**src/rtl/fv_mul_arbiter.sv**
```systemverilog
// fv_mul_arbiter: packet-granular round-robin arbiter in front of one shared
// negacyclic polynomial multiplier. A grant covers one whole polynomial:
// N input beats forwarded to the multiplier, then N result beats routed back.
// Optional watchdog on the result phase: define MUL_ARB_WDOG_EN.
module fv_mul_arbiter #(
    parameter int NREQ = 4,
    parameter int N    = 4,
    parameter int QW   = 5,
    parameter int UW   = 1,
    parameter int WDOG = 64
) (
    input  logic                      clk,
    input  logic                      s_rst,
    input  logic [NREQ*QW-1:0]        p_data,
    input  logic [NREQ*UW-1:0]        u_data,
    input  logic [NREQ-1:0]           p_vld,
    input  logic [NREQ-1:0]           u_vld,
    input  logic [NREQ-1:0]           p_last,
    input  logic [NREQ-1:0]           u_last,
    output logic [NREQ-1:0]           p_rdy,
    output logic [NREQ-1:0]           u_rdy,
    output logic [QW-1:0]             m_p_data,
    output logic [UW-1:0]             m_u_data,
    output logic                      m_vld,
    output logic                      m_last,
    input  logic                      m_rdy,
    input  logic [QW-1:0]             r_data,
    input  logic                      r_vld,
    input  logic                      r_last,
    output logic [QW-1:0]             z_data,
    output logic [NREQ-1:0]           z_vld,
    output logic [NREQ-1:0]           z_last,
    output logic [$clog2(NREQ)-1:0]   gnt_id,
    output logic                      busy,
    output logic                      err_len,
    output logic                      err_wdog
);

    localparam int GW = $clog2(NREQ);
    localparam int CW = $clog2(N) + 1;

    typedef enum logic [1:0] {ST_IDLE, ST_FEED, ST_WAIT} state_t;

    state_t          state, state_nxt;
    logic [GW-1:0]   rr_ptr, rr_nxt, gnt_nxt, win, idx;
    logic [CW-1:0]   cnt, cnt_nxt;
    logic [NREQ-1:0] req;
    logic            found, fire, any_last, beat_last, err_len_nxt, wdog_hit;

    assign req  = p_vld & u_vld;
    assign busy = (state != ST_IDLE);

    // Rotating-priority search: first requester at or after rr_ptr.
    always_comb begin
        win   = '0;
        idx   = '0;
        found = 1'b0;
        for (int unsigned k = 0; k < NREQ; k++) begin
            idx = rr_ptr + GW'(k);
            if (!found && req[idx]) begin
                found = 1'b1;
                win   = idx;
            end
        end
    end

    // State register plus grant, pointer, beat counter and length-error pulse.
    always_ff @(posedge clk) begin
        if (s_rst) begin
            state   <= ST_IDLE;
            rr_ptr  <= '0;
            gnt_id  <= '0;
            cnt     <= '0;
            err_len <= 1'b0;
        end else begin
            state   <= state_nxt;
            rr_ptr  <= rr_nxt;
            gnt_id  <= gnt_nxt;
            cnt     <= cnt_nxt;
            err_len <= err_len_nxt;
        end
    end

    // Next-state logic and the per-state routing of data, valid and ready.
    always_comb begin
        state_nxt   = state;
        rr_nxt      = rr_ptr;
        gnt_nxt     = gnt_id;
        cnt_nxt     = cnt;
        err_len_nxt = 1'b0;
        fire        = 1'b0;
        p_rdy       = '0;
        u_rdy       = '0;
        m_p_data    = '0;
        m_u_data    = '0;
        m_vld       = 1'b0;
        m_last      = 1'b0;
        z_data      = '0;
        z_vld       = '0;
        z_last      = '0;
        any_last    = p_last[gnt_id] | u_last[gnt_id];
        beat_last   = (cnt == CW'(N - 1));
        case (state)
            ST_IDLE: begin
                if (found) begin
                    gnt_nxt   = win;
                    rr_nxt    = win + GW'(1);
                    cnt_nxt   = '0;
                    state_nxt = ST_FEED;
                end
            end
            ST_FEED: begin
                m_p_data      = p_data[int'(gnt_id)*QW +: QW];
                m_u_data      = u_data[int'(gnt_id)*UW +: UW];
                m_vld         = req[gnt_id];
                m_last        = m_vld & beat_last;
                p_rdy[gnt_id] = m_rdy;
                u_rdy[gnt_id] = m_rdy;
                fire          = m_vld & m_rdy;
                if (fire) begin
                    cnt_nxt     = cnt + CW'(1);
                    // packet length is fixed at N; requester last only audited
                    err_len_nxt = any_last ^ beat_last;
                    if (beat_last) state_nxt = ST_WAIT;
                end
            end
            ST_WAIT: begin
                z_data         = r_data;
                z_vld[gnt_id]  = r_vld;
                z_last[gnt_id] = r_vld & r_last;
                if ((r_vld && r_last) || wdog_hit) state_nxt = ST_IDLE;
            end
            default: state_nxt = ST_IDLE;
        endcase
    end

`ifdef MUL_ARB_WDOG_EN
    localparam int WW = $clog2(WDOG + 1);
    logic [WW-1:0] wcnt;

    assign wdog_hit = (state == ST_WAIT) && !r_vld && (wcnt == WW'(WDOG - 1));

    // Result-phase silence counter; any result beat restarts it.
    always_ff @(posedge clk) begin
        if (s_rst || state != ST_WAIT || r_vld) wcnt <= '0;
        else                                    wcnt <= wcnt + WW'(1);
    end

    // One-cycle expiry pulse, coincident with the return to idle.
    always_ff @(posedge clk) begin
        if (s_rst) err_wdog <= 1'b0;
        else       err_wdog <= wdog_hit;
    end
`else
    assign wdog_hit = 1'b0;
    assign err_wdog = 1'b0;
`endif

endmodule

```
**config.mk**
```make
export PLATFORM = sky130hd
export DESIGN_NAME = fv_mul_arbiter
export DESIGN_NICKNAME = d
export VERILOG_FILES = /design/src/rtl/fv_mul_arbiter.sv
export SDC_FILE = /design/constraint.sdc
export NUM_CORES = 1
export LEC_CHECK = 0
export CORE_MARGIN = 1
export CORE_UTILIZATION = 35
export CTS_CLUSTER_DIAMETER = 80
export DETAILED_ROUTE_END_ITERATION = 6
export GPL_ROUTABILITY_DRIVEN = 0
export GPL_TIMING_DRIVEN = 0
export PLACE_DENSITY = 0.86
export SLEW_MARGIN = 20
export SYNTH_ARGS = -nofsm -noshare
export SYNTH_HDL_FRONTEND = slang
export SYNTH_SLANG_ARGS = --single-unit
```
**constraint.sdc**
```tcl
create_clock -name clk -period 3.54 [get_ports clk]
set_input_delay 0.885 -clock clk [delete_from_list [all_inputs] [get_ports clk]]
set_output_delay 0.885 -clock clk [all_outputs]
set_load 0.005 [all_outputs]
```
# Word-level counts from Yosys, hierarchy flattened
# Cells that the tools add are included.
# classes
bitwise	11
shifts	2
n_eq_ne	7
n_mul	1
n_reduce_logical	15
add_sub_neg	5
n_lt_le_gt_ge	6
n_mux	40
# ops
op	n
indexed part select 20 x 6 -> 5 bit	1
AND 4 bit	4
2-to-1 mux 2 bit	8
less-than comparator 2 x 3 -> 1 bit (second input constant)	5
2-to-1 mux 1 bit	15
binary-select mux 1 bit (select 2 bit)	7
2-to-1 mux 4 bit	3
2-to-1 mux 5 bit	2
inequality test 2 bit (second input constant)	4
2-to-1 mux 3 bit	2
one-hot mux 2 bit (3 select lines)	1
one-hot mux 3 bit (2 select lines)	1
logical AND 1 bit	5
multiplier 2 x 3 -> 5 bit (second input constant)	1
adder 2 x 1 -> 2 bit (second input constant)	2
adder 2 bit (second input constant)	2
AND reduction 4 bit	1
nonzero test 2 bit	2
indexed part select 4 x 3 -> 1 bit	1
adder 3 x 1 -> 3 bit (second input constant)	1
AND 1 bit	3
== test 3 x 2 -> 1 bit (second input constant)	1
zero test 1 bit	3
AND reduction 3 bit	1
10 further kinds	11
# totals
wordCells	92
reg_bits	10
input_bits	50
output_inout_bits	34

# Depth between registers and ports, before layout
# logic_depth
depth_word	15
depth_mapped	7
depth_no_buf	5

# Least setup slack after synthesis
# OpenSTA, ideal clock, no wires.
# synth_timing
kind	input -> output
start	input port p_vld[2]
end	output port m_last
arrival_time_ns	1.755
path_stages	4
t_required_ns	2.655
n_path_buf	0
slack_ns	0.900
path_cell_list	nand2_1 mux4_2 nor2_1 and2_1
# synth_via
elab_chain_cells	5
# synth_lines
item	line	source
from (decl)	16	input logic [NREQ-1:0] p_vld,
AND 4 bit	50	assign req = p_vld & u_vld;
binary-select mux 1 bit (select 2 bit)	115	m_vld = req[gnt_id];
2-to-1 mux 1 bit (not written as such)	115	
AND 1 bit	116	m_last = m_vld & beat_last;
2-to-1 mux 1 bit	103	case (state)
to (decl)	25	output logic m_last,
# Every way passes these cells. The select of a mux whose other input is x is not followed.

# Worst setup path in the final report
# layout_timing
start	input port u_vld[0]
end	output port m_last
# layout_via
elab_chain_cells	5
# layout_lines
item	line	source
from (decl)	17	input logic [NREQ-1:0] u_vld,
AND 4 bit	50	
binary-select mux 1 bit (select 2 bit)	115	
2-to-1 mux 1 bit (not written as such)	115	
AND 1 bit	116	
2-to-1 mux 1 bit	103	
# Every way passes these cells. The select of a mux whose other input is x is not followed.

==> results.md <==
- Outcome: completed
- Slew HR: 0.6093
- Max clock buf depth: 2
- LEAKAGE: 0.7182 nW
- DPL Wire Length: 2834 um
- Crit path required time: 2650 ps
- Routed WL per cell: 13.84 um
- Initial antenna violation count: 0
- Clock Sink Count: 10
- Die H: 55.65 um
- IO Count: 84
- CORE AREA: 2734 um^2
- Pint: 0.0002884 W
- Layout area overhead: 88.94%
- Final Total Pwr: 0.0003996 W
- Via density: 5.323
- Final wirelength: 3433 um
- Initial Util: 0.3684
- Total negative setup slack: 0 ps
- Die ar.: 3096 um^2
- Clock-pin slew on the worst setup and hold paths: 70 ps
- Max Cap Viol: 0
- RSZ-0062 raised after global routing: no
- Net switching power: 0.0001112 W
- Worst-margin pin slew: 579.9 ps
- Place WS: -198.1 ps
- Layout cells sized above 1: 0.1198
- Logic pwr share: 0.429
- Final Hold Fails: 0
- Final instance area: 1903 um^2
- Root Buffer: clkbuf_4
- Clock latency on the worst-skew pair: 260 ps
- Buffers on Ports: 81
- Sw Share: 0.2782
- NumNets Final: 270
- Final period util: 0.9667
- Crit Path Max Fanout: 5
- Initial DRC Count: 46
- Grt total ovfl: 0
- H-tree Lvls: 1
- Slew Viols, Final: 0
- Number of buffers created by CTS: 3
- WS Path Type: in2out
- WHS: 479.6 ps
- FF-to-FF setup slack: 1520 ps
- Fmax: 292.2 MHz
- Largest net degree at the start of global routing: 11
- CTS tree: yes
- Clk pwr share: 0.257
- Post-synthesis instance area: 1007 um^2
- Synth Instances: 130
- Sequential power share: 0.314
- Final min period: 3422 ps
- Global-route wire length before repair: 5402 um
- Yosys cell types: 35
- Antenna fix cells: 0
- DRC: 0
- Sequential-to-total area share from yosys stat: 0.1988
- Placed inst area: 1857 um^2
- Syn Area/Cell: 7.748 um^2
- Setup WS post-layout: 118.0 ps
- Worst EP arrival: 2540 ps
- Hold Path Class: reg2reg
- Final setup fails: 0
- Std-Cell Rows: 19
- Number of global-route vias before repair: 1156
- Final ANT Viol Nets: 0
- Worst Skew: 2.303 ps
- CP Capture Type: output port
- Yosys warns: 0
- Syn_nets: 182
- Die Wd: 55.65 um
- Total Routing Usage GR: 0.2154
- Startpoint Class: primary input
- Power Density: 210.0 nW/um^2
- Synthesized flop and latch total: 10
- Initial DRT Pass Iterations: 5
- DR vias: 1320
- Worst vdd ir: 0.2309 mV
==> cell usage after synthesis <==
cell type | n | share of area
o221ai_1 | 2 | 0.017
a21oi_1 | 8 | 0.040
nand2_2 | 1 | 0.0062
mux4_2 | 8 | 0.18
nor2_1 | 21 | 0.078
xnor2_1 | 1 | 0.0087
nand2b_1 | 3 | 0.019
or2_4 | 1 | 0.0087
buf_2 | 2 | 0.0099
and2_1 | 14 | 0.087
a31oi_1 | 1 | 0.0062
nor3_1 | 8 | 0.040
a41o_1 | 1 | 0.0099
a21boi_0 | 1 | 0.0075
a22o_1 | 2 | 0.017
o2bb2a_1 | 1 | 0.0099
a32o_1 | 1 | 0.0099
nor4_1 | 1 | 0.0062
a21o_1 | 1 | 0.0075
buf_4 | 5 | 0.037
mux2i_1 | 1 | 0.0099
ha_1 | 2 | 0.025
clkbuf_1 | 2 | 0.0075
nand3_1 | 7 | 0.035
o21ai_0 | 2 | 0.0099
inv_1 | 3 | 0.011
mux2_2 | 1 | 0.011
xor2_1 | 1 | 0.0087
or3_1 | 1 | 0.0062
a211oi_1 | 1 | 0.0075
dfxtp_1 | 10 | 0.20
nand2_1 | 12 | 0.045
conb_1 | 1 | 0.0037
nor2b_1 | 2 | 0.012
buf_1 | 1 | 0.0037
==> state kept, by name (all words and copies together) (netlist names), named ones only <==
| name | count |
|---|---|
| err_len | 1 |
| state | 2 |
| gnt_id | 2 |
| cnt | 3 |
| rr_ptr | 1 |
==> cells by family (layout without fill, tap and decap cells) <==
group | Yosys count | count (layout) | synth area share
flip-flops | 10 | 10 | 0.1988
multiplexers | 10 | 10 | 0.2000
buffers and inverters | 13 | 100 | 0.06957
AND/OR/NAND/NOR | 71 | 71 | 0.3429
AO/OA/AOI/OAI | 21 | 21 | 0.1429
adder cells (fa/ha/maj) | 2 | 2 | 0.02484
other | 1 | 1 | 0.003723
XOR/XNOR | 2 | 2 | 0.01739
==> layout by cell type (no fill, tap or decap), drive strengths merged <==
| cell type | synthesis | routed |
|---|---|---|
| nand2b | 3 | 3 |
| nand2 | 13 | 13 |
| buf | 8 | 10 |
| a21oi | 8 | 8 |
| a21boi | 1 | 1 |
| a21o | 1 | 1 |
| nor2b | 2 | 2 |
| a22o | 2 | 2 |
| clkdlybuf4s50 | 0 | 73 |
| nand3 | 7 | 7 |
| clkbuf | 2 | 6 |
| xnor2 | 1 | 1 |
| a211oi | 1 | 1 |
| inv | 3 | 3 |
| or2 | 1 | 1 |
| o2bb2a | 1 | 1 |
| dlygate4sd2 | 0 | 8 |
| dfxtp | 10 | 10 |
| mux4 | 8 | 8 |
| mux2 | 1 | 1 |
| or3 | 1 | 1 |
| conb | 1 | 1 |
| a31oi | 1 | 1 |
| nor2 | 21 | 21 |
| o221ai | 2 | 2 |
| and2 | 14 | 14 |
| a32o | 1 | 1 |
| xor2 | 1 | 1 |
| o21ai | 2 | 2 |
| mux2i | 1 | 1 |
| ha | 2 | 2 |
| a41o | 1 | 1 |
| nor3 | 8 | 8 |
| nor4 | 1 | 1 |
==> critical path, stage by stage <==
cell,delay (ps)
dlygate4sd2_1,280
nand2_2,110
mux4_2,500
nor2_2,140
and2_1,130
clkdlybuf4s50_1,490
==> final timing paths <==
kind | from | to | depth (start not counted)
worst max-delay path | u_vld[0] | m_last | 6
worst min register to register | cnt[2]$_SDFFE_PP0P_ | cnt[2]$_SDFFE_PP0P_ | 2
worst max register to register | state[0]$_SDFFE_PP0P_ | cnt[2]$_SDFFE_PP0P_ | 5
worst min-delay path | cnt[2]$_SDFFE_PP0P_ | cnt[2]$_SDFFE_PP0P_ | 2
==> power groups by stage <==
stage	Sequential (W)	Combinational [W]	Clock [W]
2_1_floorplan	0.000126	0.0000770	0
3_3_place_gp	0.000127	0.000166	0
3_5_place_dp	0.000127	0.000170	0
4_1_cts	0.000125	0.000171	0.000105
5_1_grt	0.000126	0.000184	0.000110
6_report	0.000125	0.000171	0.000103
==> per-layer routing <==
| metal | share of wire | vias up | track usage |
|---|---|---|---|
| li1 | - | 637 | - |
| met2 | 0.53 | 58 | 0.4045 |
| met5 | 0 | - | 0 |
| met4 | 0.0023 | 0 | 0.04286 |
| met1 | 0.39 | 623 | 0.2644 |
| met3 | 0.070 | 2 | 0.02326 |
==> layout make-up <==
class	instances	area (um^2)
multi-input combinational	107	742.0
inverter	3	11.26
buffer	10	58.81
clock buffer	4	36.28
timing repair buffer	83	815.8
tap	31	38.79
fill	224	830.8
sequential	10	200.2
==> through the flow <==
step,util,instances
after global placement,0.6792,242
after floorplan,-,130
after global routing,0.6961,248
after CTS,0.6961,248
final,0.6961,248
after detailed placement,0.6792,242
==> timing repair <==
item	CTS	global route
setup buffers	2	0
endpoints found under the setup margin	2	0
gates resized for setup	10	0
hold buffers	0	0
(Power assumes the default switching activity.)
